===== src/rtl/reg_cdc_req_sequencer.sv =====
// reg_cdc_req_sequencer: source-domain front end for a bank of register CDC slots.
// Takes one outstanding req/gnt request at a time and decodes it to a slot.
// It issues a single write or read pulse, waits for that slot's busy to drop,
// and then returns the slot read-back on the rvalid/rready response channel.
// No pulse is ever sent to a slot whose busy is high.
// Optional feature: define REG_CDC_SEQ_TIMEOUT_EN to bound the WAIT state to
// TimeoutCycles cycles. On expiry the response carries err = 1 and rdata = 0.

module reg_cdc_req_sequencer #(
  parameter int NumRegs       = 4,
  parameter int DataWidth     = 32,
  parameter int AddrWidth     = 4,
  parameter int TimeoutCycles = 1024
) (
  input  logic                         clk_i,
  input  logic                         rst_i,
  input  logic                         req_i,
  input  logic                         we_i,
  input  logic [AddrWidth-1:0]         addr_i,
  input  logic [DataWidth-1:0]         wdata_i,
  output logic                         gnt_o,
  output logic                         rvalid_o,
  input  logic                         rready_i,
  output logic [DataWidth-1:0]         rdata_o,
  output logic                         err_o,
  input  logic [NumRegs-1:0]           slot_regwen_i,
  input  logic [NumRegs-1:0]           slot_busy_i,
  input  logic [NumRegs*DataWidth-1:0] slot_qs_i,
  output logic [NumRegs-1:0]           slot_we_o,
  output logic [NumRegs-1:0]           slot_re_o,
  output logic                         slot_regwen_o,
  output logic [DataWidth-1:0]         slot_wd_o
);

  localparam int IdxW = (NumRegs > 1) ? $clog2(NumRegs) : 1;

  localparam logic [1:0] StIdle  = 2'd0;
  localparam logic [1:0] StIssue = 2'd1;
  localparam logic [1:0] StWait  = 2'd2;
  localparam logic [1:0] StResp  = 2'd3;

  logic [1:0]           state_q, state_d;
  logic                 we_q, we_d;
  logic [IdxW-1:0]      idx_q, idx_d;
  logic [DataWidth-1:0] wdata_q, wdata_d;
  logic [DataWidth-1:0] rdata_q, rdata_d;
  logic                 err_q, err_d;

  logic [IdxW-1:0]      reqIdx;
  logic                 addrInvalid;
  logic [DataWidth-1:0] targetQs;

`ifdef REG_CDC_SEQ_TIMEOUT_EN
  localparam int CntW = $clog2(TimeoutCycles + 1);
  logic [CntW-1:0] cnt_q, cnt_d;
`endif

  // Decode the request address; addresses beyond the last slot are rejected
  // without a pulse, and the read-back mux follows the captured slot.
  always_comb begin
    reqIdx      = addr_i[IdxW-1:0];
    addrInvalid = ({1'b0, addr_i} >= (AddrWidth+1)'(NumRegs));
    targetQs    = slot_qs_i[32'(idx_q)*DataWidth +: DataWidth];
  end

  // Request/response sequencing: grant, one-cycle pulse, wait on busy, respond.
  always_comb begin
    state_d = state_q;
    we_d    = we_q;
    idx_d   = idx_q;
    wdata_d = wdata_q;
    rdata_d = rdata_q;
    err_d   = err_q;
    gnt_o   = 1'b0;
`ifdef REG_CDC_SEQ_TIMEOUT_EN
    cnt_d   = cnt_q;
`endif
    case (state_q)
      StIdle: begin
        if (req_i && (addrInvalid || !slot_busy_i[reqIdx])) begin
          gnt_o   = 1'b1;
          we_d    = we_i;
          idx_d   = reqIdx;
          wdata_d = wdata_i;
          if (addrInvalid) begin
            err_d   = 1'b1;
            rdata_d = '0;
            state_d = StResp;
          end else begin
            state_d = StIssue;
          end
        end
      end
      StIssue: begin
        state_d = StWait;
`ifdef REG_CDC_SEQ_TIMEOUT_EN
        cnt_d   = '0;
`endif
      end
      StWait: begin
        if (!slot_busy_i[idx_q]) begin
          rdata_d = targetQs;
          err_d   = 1'b0;
          state_d = StResp;
        end
`ifdef REG_CDC_SEQ_TIMEOUT_EN
        else if (cnt_q == CntW'(TimeoutCycles - 1)) begin
          rdata_d = '0;
          err_d   = 1'b1;
          state_d = StResp;
        end else begin
          cnt_d = cnt_q + 1'b1;
        end
`endif
      end
      StResp: begin
        if (rready_i) begin
          state_d = StIdle;
        end
      end
      default: state_d = StIdle;
    endcase
  end

  // State and capture registers; reset abandons any transaction in flight.
  always_ff @(posedge clk_i or posedge rst_i) begin
    if (rst_i) begin
      state_q <= StIdle;
      we_q    <= 1'b0;
      idx_q   <= '0;
      wdata_q <= '0;
      rdata_q <= '0;
      err_q   <= 1'b0;
    end else begin
      state_q <= state_d;
      we_q    <= we_d;
      idx_q   <= idx_d;
      wdata_q <= wdata_d;
      rdata_q <= rdata_d;
      err_q   <= err_d;
    end
  end

`ifdef REG_CDC_SEQ_TIMEOUT_EN
  // WAIT-state timeout counter, cleared on every entry to WAIT.
  always_ff @(posedge clk_i or posedge rst_i) begin
    if (rst_i) begin
      cnt_q <= '0;
    end else begin
      cnt_q <= cnt_d;
    end
  end
`endif

  // Pulses exist only in ISSUE and target exactly the captured slot.
  always_comb begin
    slot_we_o     = '0;
    slot_re_o     = '0;
    slot_regwen_o = 1'b0;
    if (state_q == StIssue) begin
      slot_we_o[idx_q] = we_q;
      slot_re_o[idx_q] = ~we_q;
      slot_regwen_o    = slot_regwen_i[idx_q];
    end
  end

  assign rvalid_o  = (state_q == StResp);
  assign rdata_o   = rdata_q;
  assign err_o     = err_q;
  assign slot_wd_o = wdata_q;

  a_no_pulse_to_busy: assert property (@(posedge clk_i) disable iff (rst_i)
    ((slot_we_o | slot_re_o) & slot_busy_i) == '0);

  a_pulse_onehot0: assert property (@(posedge clk_i) disable iff (rst_i)
    $onehot0(slot_we_o | slot_re_o));

  a_rvalid_stable: assert property (@(posedge clk_i) disable iff (rst_i)
    (rvalid_o && !rready_i) |=> (rvalid_o && $stable(rdata_o) && $stable(err_o)));

endmodule

===== config.mk =====
export PLATFORM = sky130hd
export DESIGN_NAME = reg_cdc_req_sequencer
export DESIGN_NICKNAME = d
export VERILOG_FILES = /design/src/rtl/reg_cdc_req_sequencer.sv
export SDC_FILE = /design/constraint.sdc
export NUM_CORES = 1
export LEC_CHECK = 0
export ABC_AREA = 0
export CORE_MARGIN = 8
export CORE_UTILIZATION = 37
export CTS_BUF_LIST = sky130_fd_sc_hd__clkbuf_8
export CTS_CLUSTER_DIAMETER = 50
export CTS_CLUSTER_SIZE = 16
export DETAILED_ROUTE_END_ITERATION = 16
export PLACE_DENSITY = 0.8
export SYNTH_ARGS = -nofsm -noshare
export SYNTH_HDL_FRONTEND = slang
export SYNTH_SLANG_ARGS = --single-unit

===== constraint.sdc =====
create_clock -name clk_i -period 3 [get_ports clk_i]
set_input_delay 0.6 -clock clk_i [delete_from_list [all_inputs] [get_ports clk_i]]
set_output_delay 0.6 -clock clk_i [all_outputs]
set_load 0.01 [all_outputs]

==> flow_summary.yaml <==
layout:
  diodes: 0
  syn_to_final_growth_pct: 77.1
  fin_nets: 738
  fin_area_um2: 6760
  drive_gt1_frac: 0.182
route:
  first_pass_iters: 6
  wire_per_inst_um: 20.5
  met3_length_um: 1090
  drc: 0
  wl_met1_um: 5190
  viasPerCell: 5.02
  dr.max_layer_used: "met4"
  wl_met2_um: 7610
  dr_total_vias: 3497
  wl_um: 14300
  initialDrtViolationCount: 213
  postRouteAntennaNets: 0
worst_setup_path:
  crit_path_end_kind: "output pin"
  worstPathArrival_ps: 2330
  path_class: "input pin to output pin"
  timing.critical_path.mode_cell: "clkdlybuf4s50_1"
  startpoint: "addr_i[1]"
  cp_slowest_cell: "clkdlybuf4s50_1"
  rr_startpoint: "idx_q[1]"
  cp_cell_sequence: "clkdlybuf4s50_1, or3b_2, o22ai_4, nor2_4, clkdlybuf4s50_1"
  crit_fanout: 3
  critical_path_required_ps: 2400
  slowest_delay_ps: 500
  cp-start-kind: "input pin"
power_and_ir_drop:
  leakagePower_nw: 2.67
  p_total_mw: 6.17
  worst_ir_drop_vdd_v: 0.000511
  power.density_nw_per_um2: 913
sta:
  max-slew-margin-rel: 0.614
  slew_viol_final: 0
  hold_viol_final: 0
  finalSetupViolCount: 0
  fin_hold_ws_ps: 504
  skew_ps: 9.43
  rsz0062_at_grt: "no"
  period_share: 0.976
  max_freq_mhz: 342
  tightest_slew_ps: 579
  fin_crit_ps: 2930
yosys:
  async_flop_share: 1.00
  synth_warnings: 0
  ys_ff_latch: 70
  seq_area_frac_synth: 0.459
  avgSynthCellArea_um2: 12.5
  synth_most_common_cell: "dfrtp_1"
  syn_inst: 306
  synthDominantAreaCellType: "dfrtp_1"
  yosys-top-cells-count: "70 x dfrtp_1, 37 x inv_1, 36 x mux2_2"
  synth_ff_type: "dfrtp_1"
  synth_top_area_frac: 0.459
  ys_types: 30
  syn_nets: 488
  synth_area_leaders: "dfrtp_1 46%, mux4_2 19%, mux2_2 11%"
  syn_area_um2: 3820
  synth_edf_count: 0
global_route:
  grt_overflow: 0
  grt_max_degree: 71
  antenna_found_initial: 0
  grt_pass1_vias: 3874
  grt_pass1_wl_um: 21700
  grtUsageTotal: 0.202
placement:
  placed_cell_area_um2: 6460
  place_hpwl_um: 11400
  gp_congestion: 0.856
  io_buffers: 252
floorplanning:
  die_w_um: 118
  die_h_um: 118
  fp-row-count: 37
  dieArea_um2: 13800
  coreArea_um2: 10200
  start_util: 0.375
  pin_count: 253
clock_tree:
  htree_levels: 3
  cts_tree: "done"
  clk_latency_ps: 340
  clock-sinks: 70
  cts_made_buffers: 9
  path_clk_slew_ps: 80
  cts_root_buf: "clkbuf_8"
  clock_path_buffers: 2
worst_hold_path:
  min-delay-start: "err_o"
  hold_path_class: "register to register"
run_status:
  status: "finished, final reports clean"
flow_run:
  maxCapViolCount: 0
-- cell type report --
cell class | count | area [µm²]
fill | 813 | 3430
timing repair buffer | 261 | 2620
multi-input combinational | 177 | 1800
sequential | 70 | 1750
tap | 136 | 170
clock buffer | 11 | 151
inverter | 37 | 139
clock inverter | 5 | 129
-- per-layer routing --
layer,global-route usage,vias up
li1,-,1600
met1,0.210,1725
met2,0.372,149
met3,0.0580,23
met4,0.0833,0
met5,0,-
-- metrics by stage --
step                utilization  setup WS, ps  TNS (ps)  cells
floorplan                     -           632         0    306
global placement          0.634          27.4         0    681
detailed placement        0.634         -17.0     -17.0    681
CTS                       0.662          56.0         0    697
global route              0.664          2.49         0    697
finish                    0.664          72.0         0    697
-- cell usage in the layout (no fill, tap or decap), types with 2 or more instances in the layout --
cell type and n:
dfrtp_1 68, nand3_1 32, clkdlybuf4s50_1 252, mux2_2 36
o21ai_1 4, o21ai_0 30, clkbuf_8 11, inv_1 36
nand2_1 4, nor2_1 8, and2_1 2, nand2b_1 5
buf_12 2, bufinv_16 4, mux2i_1 3, nor3_1 2
buf_4 7, mux4_2 33, dfrtp_2 2, ha_1 5
-- where the power goes --
group          switching (mW)  internal [mW]
Combinational            1.44           1.91
Sequential              0.334           1.42
Clock                   0.377          0.684
Total                    2.15           4.02
-- repair_timing --
| action | in CTS | in global routing |
|---|---|---|
| setup endpoints to repair | 1 | 1 |
| resized for setup | 1 | 2 |
| hold buffers | 0 | 0 |
| setup buffers | 0 | 0 |
| pin swaps | 0 | 0 |
-- final timing paths --
| kind | to | slack, ps | depth (start not counted) |
|---|---|---|---|
| max in group asynchronous | idx_q[1] | 2030 | 3 |
| min in group asynchronous | slot_wd_o[11] | 670 | 3 |
| setup / recovery | gnt_o | 70 | 5 |
| hold / removal | err_o | 500 | 2 |
| hold reg to reg | err_o | 500 | 2 |
| setup reg to reg | err_o | 670 | 6 |
-- critical path: cells and delay by family --
kind	cells	cell delay [ps]
AOI/OAI and AO/OA	1	200
and+or+nand+nor	2	550
buffers and inverters	2	980
-- registers in the layout (all words and copies together), names as in the netlist --
register	count
rdata_o	32
slot_wd_o	32
idx_q	2
state_q	2
err_o	1
we_q	1
-- logic make-up after synthesis --
group	synth area share
muxes	0.315
buffers and inverters	0.0754
DFF	0.459
AOI/OAI and AO/OA	0.0587
and+or+nand+nor	0.0751
adders and majority gates	0.0164
No activity file was read; power rests on OpenSTA's default activity.
